--- src/rtl/fb_pixel_writer_burst_if.sv ---
`default_nettype none
// ============================================================================
// Module   : fb_pixel_writer_burst_if
// Purpose  : Bundles the pixel stream, fill control and Avalon-MM write port
//            of the framebuffer writer. The writer is the "master" (it drives
//            the Avalon-MM write side); the rasteriser/SDRAM side is "slave".
// Revision : 1.0 - initial release
// ============================================================================
interface fb_pixel_writer_burst_if #(
  parameter int ADDR_W = 29
);
  // Buffer / fill control
  logic              buffer_select;
  logic              fill_start;
  logic [31:0]       fill_colour;
  logic              fill_busy;
  logic              fill_done;
  // Pixel stream
  logic              pix_valid;
  logic              pix_ready;
  logic [15:0]       pix_x;
  logic [15:0]       pix_y;
  logic [31:0]       pix_colour;
  logic              pix_dropped;
  // Avalon-MM write master
  logic [ADDR_W-1:0] avm_address;
  logic [7:0]        avm_burstcount;
  logic [63:0]       avm_writedata;
  logic [7:0]        avm_byteenable;
  logic              avm_write;
  logic              avm_waitrequest;
  // Debug
  logic [3:0]        state;

  modport master (
    input  buffer_select, fill_start, fill_colour,
    input  pix_valid, pix_x, pix_y, pix_colour,
    input  avm_waitrequest,
    output fill_busy, fill_done, pix_ready, pix_dropped,
    output avm_address, avm_burstcount, avm_writedata, avm_byteenable, avm_write,
    output state
  );

  modport slave (
    output buffer_select, fill_start, fill_colour,
    output pix_valid, pix_x, pix_y, pix_colour,
    output avm_waitrequest,
    input  fill_busy, fill_done, pix_ready, pix_dropped,
    input  avm_address, avm_burstcount, avm_writedata, avm_byteenable, avm_write,
    input  state
  );
endinterface
`default_nettype wire

--- src/rtl/fb_pixel_writer_burst.sv ---
`default_nettype none
// ============================================================================
// Module   : fb_pixel_writer_burst
// Purpose  : Writes a pixel stream into one of two 64-bit-word framebuffers
//            over Avalon-MM, merging even/odd pixel pairs into full-word
//            writes, and fills a whole buffer with a colour using fixed
//            length bursts.
// Revision : 1.0 - initial release
// ============================================================================
module fb_pixel_writer_burst #(
  parameter int                ADDR_W    = 29,
  parameter logic [ADDR_W-1:0] FB0_BASE  = 29'h0700_0000,
  parameter logic [ADDR_W-1:0] FB1_BASE  = 29'h0702_5800,
  parameter int                H_RES     = 640,  // must be even
  parameter int                V_RES     = 480,
  parameter int                BURST_LEN = 8,    // power of two dividing H_RES*V_RES/2
  parameter int                COALESCE  = 1
) (
  input  logic                          clock,
  input  logic                          reset,
  fb_pixel_writer_burst_if.master       bus
);

  typedef enum logic [3:0] {
    IDLE    = 4'd0,
    HOLD    = 4'd1,
    PIX_WR  = 4'd2,
    FILL_WR = 4'd3,
    DONE    = 4'd4
  } state_t;

  localparam int WORDS      = (H_RES * V_RES) / 2;
  localparam int N_BURSTS   = WORDS / BURST_LEN;
  localparam int BEAT_W     = (BURST_LEN > 1) ? $clog2(BURST_LEN) : 1;
  localparam int BURST_W    = (N_BURSTS > 1) ? $clog2(N_BURSTS) : 1;
  localparam logic [BEAT_W-1:0]  LAST_BEAT  = BEAT_W'(BURST_LEN - 1);
  localparam logic [BURST_W-1:0] LAST_BURST = BURST_W'(N_BURSTS - 1);
  localparam logic [15:0]        H_LIM      = 16'(H_RES);
  localparam logic [15:0]        V_LIM      = 16'(V_RES);

  state_t              st;
  logic [ADDR_W-1:0]   base;
  logic [15:0]         held_x;
  logic [15:0]         held_y;
  logic [31:0]         held_col;
  logic [BEAT_W-1:0]   beat;
  logic [BURST_W-1:0]  burst;
  logic                idle_rdy;   // IDLE is ready to take a pixel (low for one cycle after reset)

  logic [ADDR_W-1:0]   address;
  logic [7:0]          burstcount;
  logic [63:0]         writedata;
  logic [7:0]          byteenable;
  logic                write;
  logic                fill_busy;
  logic                fill_done;
  logic                pix_dropped;

  // Word offset of a pixel inside a buffer; two pixels share one 64-bit word.
  function automatic logic [ADDR_W-1:0] word_of(input logic [15:0] x, input logic [15:0] y);
    logic [ADDR_W-1:0] lin;
    lin = ADDR_W'(y) * ADDR_W'(H_RES) + ADDR_W'(x);
    return lin >> 1;
  endfunction

  logic [ADDR_W-1:0] sel_base;
  logic              in_range;
  logic              pair_match;

  assign sel_base   = bus.buffer_select ? FB1_BASE : FB0_BASE;
  assign in_range   = (bus.pix_x < H_LIM) && (bus.pix_y < V_LIM);
  // The odd partner of a held even pixel is only taken in the HOLD cycle.
  assign pair_match = (st == HOLD) && bus.pix_valid &&
                      (bus.pix_y == held_y) && (bus.pix_x == held_x + 16'd1);

  // fill_start wins over a simultaneous pixel, so it masks readiness in IDLE.
  assign bus.pix_ready      = (idle_rdy && (st == IDLE) && !bus.fill_start) || pair_match;
  assign bus.avm_address    = address;
  assign bus.avm_burstcount = burstcount;
  assign bus.avm_writedata  = writedata;
  assign bus.avm_byteenable = byteenable;
  assign bus.avm_write      = write;
  assign bus.fill_busy      = fill_busy;
  assign bus.fill_done      = fill_done;
  assign bus.pix_dropped    = pix_dropped;
  assign bus.state          = st;

  // Main control FSM with registered Avalon and status outputs.
  always_ff @(posedge clock) begin
    if (reset) begin
      st          <= IDLE;
      base        <= '0;
      held_x      <= '0;
      held_y      <= '0;
      held_col    <= '0;
      beat        <= '0;
      burst       <= '0;
      idle_rdy    <= 1'b0;
      address     <= '0;
      burstcount  <= 8'd1;
      writedata   <= '0;
      byteenable  <= '0;
      write       <= 1'b0;
      fill_busy   <= 1'b0;
      fill_done   <= 1'b0;
      pix_dropped <= 1'b0;
    end else begin
      fill_done   <= 1'b0;
      pix_dropped <= 1'b0;
      case (st)
        IDLE: begin
          if (bus.fill_start) begin
            base       <= sel_base;
            address    <= sel_base;
            burstcount <= 8'(BURST_LEN);
            writedata  <= {bus.fill_colour, bus.fill_colour};
            byteenable <= 8'hFF;
            write      <= 1'b1;
            beat       <= '0;
            burst      <= '0;
            fill_busy  <= 1'b1;
            idle_rdy   <= 1'b0;
            st         <= FILL_WR;
          end else if (!idle_rdy) begin
            idle_rdy <= 1'b1;
          end else if (bus.pix_valid) begin
            if (!in_range) begin
              pix_dropped <= 1'b1;
            end else if ((COALESCE != 0) && !bus.pix_x[0]) begin
              held_x   <= bus.pix_x;
              held_y   <= bus.pix_y;
              held_col <= bus.pix_colour;
              base     <= sel_base;
              idle_rdy <= 1'b0;
              st       <= HOLD;
            end else begin
              address    <= sel_base + word_of(bus.pix_x, bus.pix_y);
              burstcount <= 8'd1;
              byteenable <= bus.pix_x[0] ? 8'hF0 : 8'h0F;
              writedata  <= bus.pix_x[0] ? {bus.pix_colour, 32'h0} : {32'h0, bus.pix_colour};
              write      <= 1'b1;
              idle_rdy   <= 1'b0;
              st         <= PIX_WR;
            end
          end
        end
        HOLD: begin
          address    <= base + word_of(held_x, held_y);
          burstcount <= 8'd1;
          write      <= 1'b1;
          if (pair_match) begin
            byteenable <= 8'hFF;
            writedata  <= {bus.pix_colour, held_col};
          end else begin
            byteenable <= 8'h0F;
            writedata  <= {32'h0, held_col};
          end
          st <= PIX_WR;
        end
        PIX_WR: begin
          if (!bus.avm_waitrequest) begin
            write    <= 1'b0;
            idle_rdy <= 1'b1;
            st       <= IDLE;
          end
        end
        FILL_WR: begin
          if (!bus.avm_waitrequest) begin
            if (beat == LAST_BEAT) begin
              beat <= '0;
              if (burst == LAST_BURST) begin
                write     <= 1'b0;
                fill_busy <= 1'b0;
                fill_done <= 1'b1;
                st        <= DONE;
              end else begin
                // write stays high: the next burst starts on the very next beat
                burst   <= burst + BURST_W'(1);
                address <= address + ADDR_W'(BURST_LEN);
              end
            end else begin
              beat <= beat + BEAT_W'(1);
            end
          end
        end
        DONE: begin
          idle_rdy <= 1'b1;
          st       <= IDLE;
        end
        default: begin
          write <= 1'b0;
          st    <= IDLE;
        end
      endcase
    end
  end

endmodule
`default_nettype wire
--- src/flat_wrapper.sv ---
// flat-port wrapper written by rule: the top's interface ports become plain ports
module fb_pixel_writer_burst_flat 
#(
  parameter int                ADDR_W    = 29,
  parameter logic [ADDR_W-1:0] FB0_BASE  = 29'h0700_0000,
  parameter logic [ADDR_W-1:0] FB1_BASE  = 29'h0702_5800,
  parameter int                H_RES     = 640,                 
  parameter int                V_RES     = 480,
  parameter int                BURST_LEN = 8,                                          
  parameter int                COALESCE  = 1
)
  (clock, reset, bus_buffer_select, bus_fill_start, bus_fill_colour, bus_pix_valid, bus_pix_x, bus_pix_y, bus_pix_colour, bus_avm_waitrequest, bus_fill_busy, bus_fill_done, bus_pix_ready, bus_pix_dropped, bus_avm_address, bus_avm_burstcount, bus_avm_writedata, bus_avm_byteenable, bus_avm_write, bus_state);
  fb_pixel_writer_burst_if #(.ADDR_W(ADDR_W)) bus_i ();
  input  logic clock;
  input  logic reset;
  input wire logic [$bits(bus_i.buffer_select)-1:0] bus_buffer_select;
  input wire logic [$bits(bus_i.fill_start)-1:0] bus_fill_start;
  input wire logic [$bits(bus_i.fill_colour)-1:0] bus_fill_colour;
  input wire logic [$bits(bus_i.pix_valid)-1:0] bus_pix_valid;
  input wire logic [$bits(bus_i.pix_x)-1:0] bus_pix_x;
  input wire logic [$bits(bus_i.pix_y)-1:0] bus_pix_y;
  input wire logic [$bits(bus_i.pix_colour)-1:0] bus_pix_colour;
  input wire logic [$bits(bus_i.avm_waitrequest)-1:0] bus_avm_waitrequest;
  output wire logic [$bits(bus_i.fill_busy)-1:0] bus_fill_busy;
  output wire logic [$bits(bus_i.fill_done)-1:0] bus_fill_done;
  output wire logic [$bits(bus_i.pix_ready)-1:0] bus_pix_ready;
  output wire logic [$bits(bus_i.pix_dropped)-1:0] bus_pix_dropped;
  output wire logic [$bits(bus_i.avm_address)-1:0] bus_avm_address;
  output wire logic [$bits(bus_i.avm_burstcount)-1:0] bus_avm_burstcount;
  output wire logic [$bits(bus_i.avm_writedata)-1:0] bus_avm_writedata;
  output wire logic [$bits(bus_i.avm_byteenable)-1:0] bus_avm_byteenable;
  output wire logic [$bits(bus_i.avm_write)-1:0] bus_avm_write;
  output wire logic [$bits(bus_i.state)-1:0] bus_state;
  assign bus_i.buffer_select = bus_buffer_select;
  assign bus_i.fill_start = bus_fill_start;
  assign bus_i.fill_colour = bus_fill_colour;
  assign bus_i.pix_valid = bus_pix_valid;
  assign bus_i.pix_x = bus_pix_x;
  assign bus_i.pix_y = bus_pix_y;
  assign bus_i.pix_colour = bus_pix_colour;
  assign bus_i.avm_waitrequest = bus_avm_waitrequest;
  assign bus_fill_busy = bus_i.fill_busy;
  assign bus_fill_done = bus_i.fill_done;
  assign bus_pix_ready = bus_i.pix_ready;
  assign bus_pix_dropped = bus_i.pix_dropped;
  assign bus_avm_address = bus_i.avm_address;
  assign bus_avm_burstcount = bus_i.avm_burstcount;
  assign bus_avm_writedata = bus_i.avm_writedata;
  assign bus_avm_byteenable = bus_i.avm_byteenable;
  assign bus_avm_write = bus_i.avm_write;
  assign bus_state = bus_i.state;
  fb_pixel_writer_burst #(.ADDR_W(ADDR_W), .FB0_BASE(FB0_BASE), .FB1_BASE(FB1_BASE), .H_RES(H_RES), .V_RES(V_RES), .BURST_LEN(BURST_LEN), .COALESCE(COALESCE)) u_core (.clock(clock), .reset(reset), .bus(bus_i));
endmodule
--- config.mk ---
export PLATFORM = sky130hd
export DESIGN_NAME = fb_pixel_writer_burst_flat
export DESIGN_NICKNAME = d
export VERILOG_FILES = /design/src/rtl/fb_pixel_writer_burst_if.sv /design/src/rtl/fb_pixel_writer_burst.sv /design/src/flat_wrapper.sv
export SDC_FILE = /design/constraint.sdc
export NUM_CORES = 1
export LEC_CHECK = 0
export BUFFER_PORTS_ARGS = -buffer_cell sky130_fd_sc_hd__buf_2
export CORE_ASPECT_RATIO = 1.1
export CORE_UTILIZATION = 45
export CTS_CLUSTER_DIAMETER = 120
export DETAILED_ROUTE_END_ITERATION = 8
export PLACE_DENSITY = 0.67
export SYNTH_ARGS = -nofsm -noshare
export SYNTH_HDL_FRONTEND = slang
export SYNTH_SLANG_ARGS = --single-unit
--- constraint.sdc ---
create_clock -name clock -period 6.75 [get_ports clock]
set_input_delay 0.3375 -clock clock [delete_from_list [all_inputs] [get_ports clock]]
set_output_delay 0.3375 -clock clock [all_outputs]
set_load 0.01 [all_outputs]
==> results.ini <==
[worst_setup_path]
cp_slowest_cell = a2111oi_4
r2r_setup_slack_ns = 1.47
crit_path_max_fanout = 6
end_kind = flip-flop
max_stage_delay_ns = 0.44
crit_top_cell = ha_1
r2r_cells = 23
worstSetupStartpointType = flip-flop
setup.worst_path.class = flip-flop to flip-flop
r2r_start = u_core.held_y[1]$_SDFFE_PP0P_
path_cells = ha_1 > ha_1 > inv_1 > fa_1 > nand2b_1 > nand2b_1 > a21oi_1 > xnor2_1 > ha_1 > a211o_1 > o221a_2 > o31ai_1 > a2111oi_4 > and3_1 > nand3_1 > o31ai_1 > ha_1 > inv_1 > nor2_1 > a31oi_1 > xnor2_1 > a21oi_1 > a2111oi_2
crit_required_ns = 7.08
timing.rr.end = u_core.bus.avm_address[25]$_SDFFE_PP0P_
arrival_ns = 5.61
cp-startpoint = u_core.held_y[1]$_SDFFE_PP0P_

[die]
dieArea_um2 = 28140
die_h_um = 175.8
row_count = 63
initial_core_util_pct = 45.86
core_area_um2 = 26960
fp.dieW_um = 160.0
io_pins = 220

[sta]
clock_skew_ns = 0.01601
tightest_slew_ns = 1.061
slew_viol_final = 0
max_freq_mhz = 189.2
report.final.setup_viol = 0
rsz0062_at_grt = false
final_hold_viol_count = 0
maxSlewHeadroom_pct = 28.59
min_period_ns = 5.285
min_period_over_period_pct = 78.29
setup_tns_ns = 0

[power_and_ir_drop]
p_total_mw = 3.419
pwr-share-clk_pct = 29.7
power.internal_mw = 2.132
power.leakage_nw = 6.071
pwr-share-seq_pct = 37.8
p_sw_share_pct = 37.62
power_frac_comb_pct = 32.5
switching_power_mw = 1.286
ir_worst_vdd_uv = 158.0
power.density_nw_per_um2 = 240.8

[global_routing]
antenna_found_initial = 4
gr-total-overflow = 0
grt.met2_usage_pct = 43.97
grt_pass1_wl_um = 58580
grt_pass1_vias = 11190
grt_use_met3_pct = 4.321
grt_max_degree = 98
track_usage_pct = 25.93
met1_usage_pct = 33.48
busiest_layer = met2

[status]
outcome = finished clean

[worst_hold_path]
hp-class = input port to flip-flop
min_to = u_core.held_col[13]$_SDFFE_PP0P_
hold_depth = 3
min_from = bus_pix_colour[13]

[clock_tree]
post_cts_resized = 0
hold_buffers = 0
path_clk_slew_ns = 0.08
cts.sinks = 188
clockRootBuffer = clkbuf_16
clock_path_buffers = 2
htree_levels = 4
tritoncts = built
clock_latency_ns = 0.44
cts_buffers = 17
postCtsSetupBuffers = 0

[final_layout]
area_growth_pct = 14.86
fillers = 2682
nNetsFinal = 1905
final_common_cell = buf_2
drive_gt1_share_pct = 16.51
final_cell_mix = buf_2 (211), dfxtp_1 (188), nor2_1 (182)

[synth]
netlist_area_um2 = 12360
synth.distinct_cells = 77
synth_flop_cell = dfxtp_1
ys_seq_area_share_pct = 30.45
synth_edf_count = 0
ys_async_sr_fraction_pct = 0
avgSynthCellArea_um2 = 7.955
synth_cells = 1554
yosys_warnings = 0
synth.ff_latch_count = 188

[placed_design]
hpwlAfterDp_um = 27790
gp_congestion = 0.9166
port_buffers = 212

[drt]
num_vias = 12270
wl_um = 37660
drc = 0
ant_nets = 0
viasPerCell = 5.899
first_pass_iters = 5
routedWlPerCell_um = 18.11
drt-initial-drc-count = 1029

[run]
drv_cap = 0

kinds of logic (layout without fill, tap and decap cells):
group	count (synthesis)	count (layout)	share of synthesized area, %
mux	7	7	0.5668
simple gates	617	617	23.30
flops	188	188	30.45
fa+ha+maj	96	96	10.08
buf+inv	127	286	4.291
xor+xnor	120	120	8.502
other cells	2	12	0.06075
compound gates	397	397	22.75
worst max-delay path by stage:
| stage | endpoint | slack (ns) |
|---|---|---|
| final | u_core.bus.avm_address[25]$_SDFFE_PP0P_ | 1.47 |
| after floorplan | u_core.bus.avm_address[25]$_SDFFE_PP0P_ | 2.10 |
| after global placement | u_core.bus.avm_address[26]$_SDFFE_PP0P_ | 1.57 |
| after detailed placement | u_core.bus.avm_address[26]$_SDFFE_PP0P_ | 1.41 |
| after global routing | u_core.bus.avm_address[25]$_SDFFE_PP0P_ | 1.00 |
| after CTS | u_core.bus.avm_address[25]$_SDFFE_PP0P_ | 1.50 |
registers in the layout, summed over array words and instances (netlist names):
signal	count
u_core.bus.avm_writedata	64
u_core.held_col	32
u_core.bus.avm_address	29
u_core.held_y	16
u_core.burst	15
u_core.held_x	15
u_core.beat	3
u_core.bus.state	3
u_core.base	2
u_core.bus.avm_burstcount	2
u_core.bus.avm_byteenable	2
u_core.bus.avm_write	1
u_core.bus.fill_busy	1
u_core.bus.fill_done	1
u_core.bus.pix_dropped	1
u_core.idle_rdy	1
power groups by stage:
stage          Clock (mW)  Sequential, mW  Combinational [mW]
2_1_floorplan           0            1.34               0.703
3_3_place_gp            0            1.31                1.09
3_5_place_dp            0            1.32                1.10
4_1_cts              1.03            1.29                1.10
5_1_grt              1.08            1.31                1.22
6_report             1.02            1.29                1.11
worst max-delay path: cells and delay by family, from the launching register on:
| family | cells | cell delay (ns) |
|---|---|---|
| flip-flops | 1 | 0.39 |
| AO/OA/AOI/OAI | 9 | 1.99 |
| adder cells (fa/ha/maj) | 5 | 1.58 |
| XOR/XNOR | 2 | 0.29 |
| AND/OR/NAND/NOR | 5 | 0.80 |
| buffers and inverters | 2 | 0.12 |
synthesized netlist by cell type, types with 9 or more instances:
library cell	instances	area, um2
dfxtp_1	188	3764
nor2_1	186	698.2
nand2_1	169	634.4
a21oi_1	109	545.5
nor3_1	96	480.5
ha_1	90	1126
clkbuf_1	76	285.3
a221oi_1	71	621.9
xnor2_1	69	604.3
xor2_1	51	446.7
o21ai_0	49	245.2
nand3_1	36	180.2
inv_1	31	116.4
and2_1	26	162.7
a211oi_1	25	187.7
a21o_1	19	142.6
and3_1	15	93.84
a31oi_1	14	87.58
buf_4	14	105.1
nand2b_1	14	87.58
nand4_1	14	87.58
nor4_1	13	81.33
nor2b_1	10	62.56
o211ai_1	10	75.07
o21a_1	9	67.56
cell type report:
cell class / instances / area, um2 / share of cell area (%)
antenna: 3 / 7.507 / 0.05287
clock buffer: 17 / 425.4 / 2.996
clock inverter: 15 / 165.2 / 1.163
inverter: 31 / 116.4 / 0.8195
multi-input combinational: 1246 / 8128 / 57.24
sequential: 188 / 3764 / 26.51
tap: 357 / 446.7 / 3.146
timing repair buffer: 223 / 1146 / 8.072
through the flow:
step           std cells  util [%]  cell area [um2]  worst slack, ns  hold WS [ns]
3_5_place_dp        2045     50.45            13600            1.412        0.4464
2_1_floorplan       1561         -            12390            2.096        0.4364
5_1_grt             2080     52.67            14200            1.004        0.1258
4_1_cts             2077     52.64            14190            1.499        0.1240
6_report            2080     52.67            14200            1.465        0.1382
3_3_place_gp        2045     50.45            13600            1.566        0.4417
routing by layer:
layer  up-vias  wire, um
met5         -        18
met4         2       716
met3        50      2282
met2       430     18070
met1      5835     16570
li1       5953         -
Power figures use the tool's default switching activity.
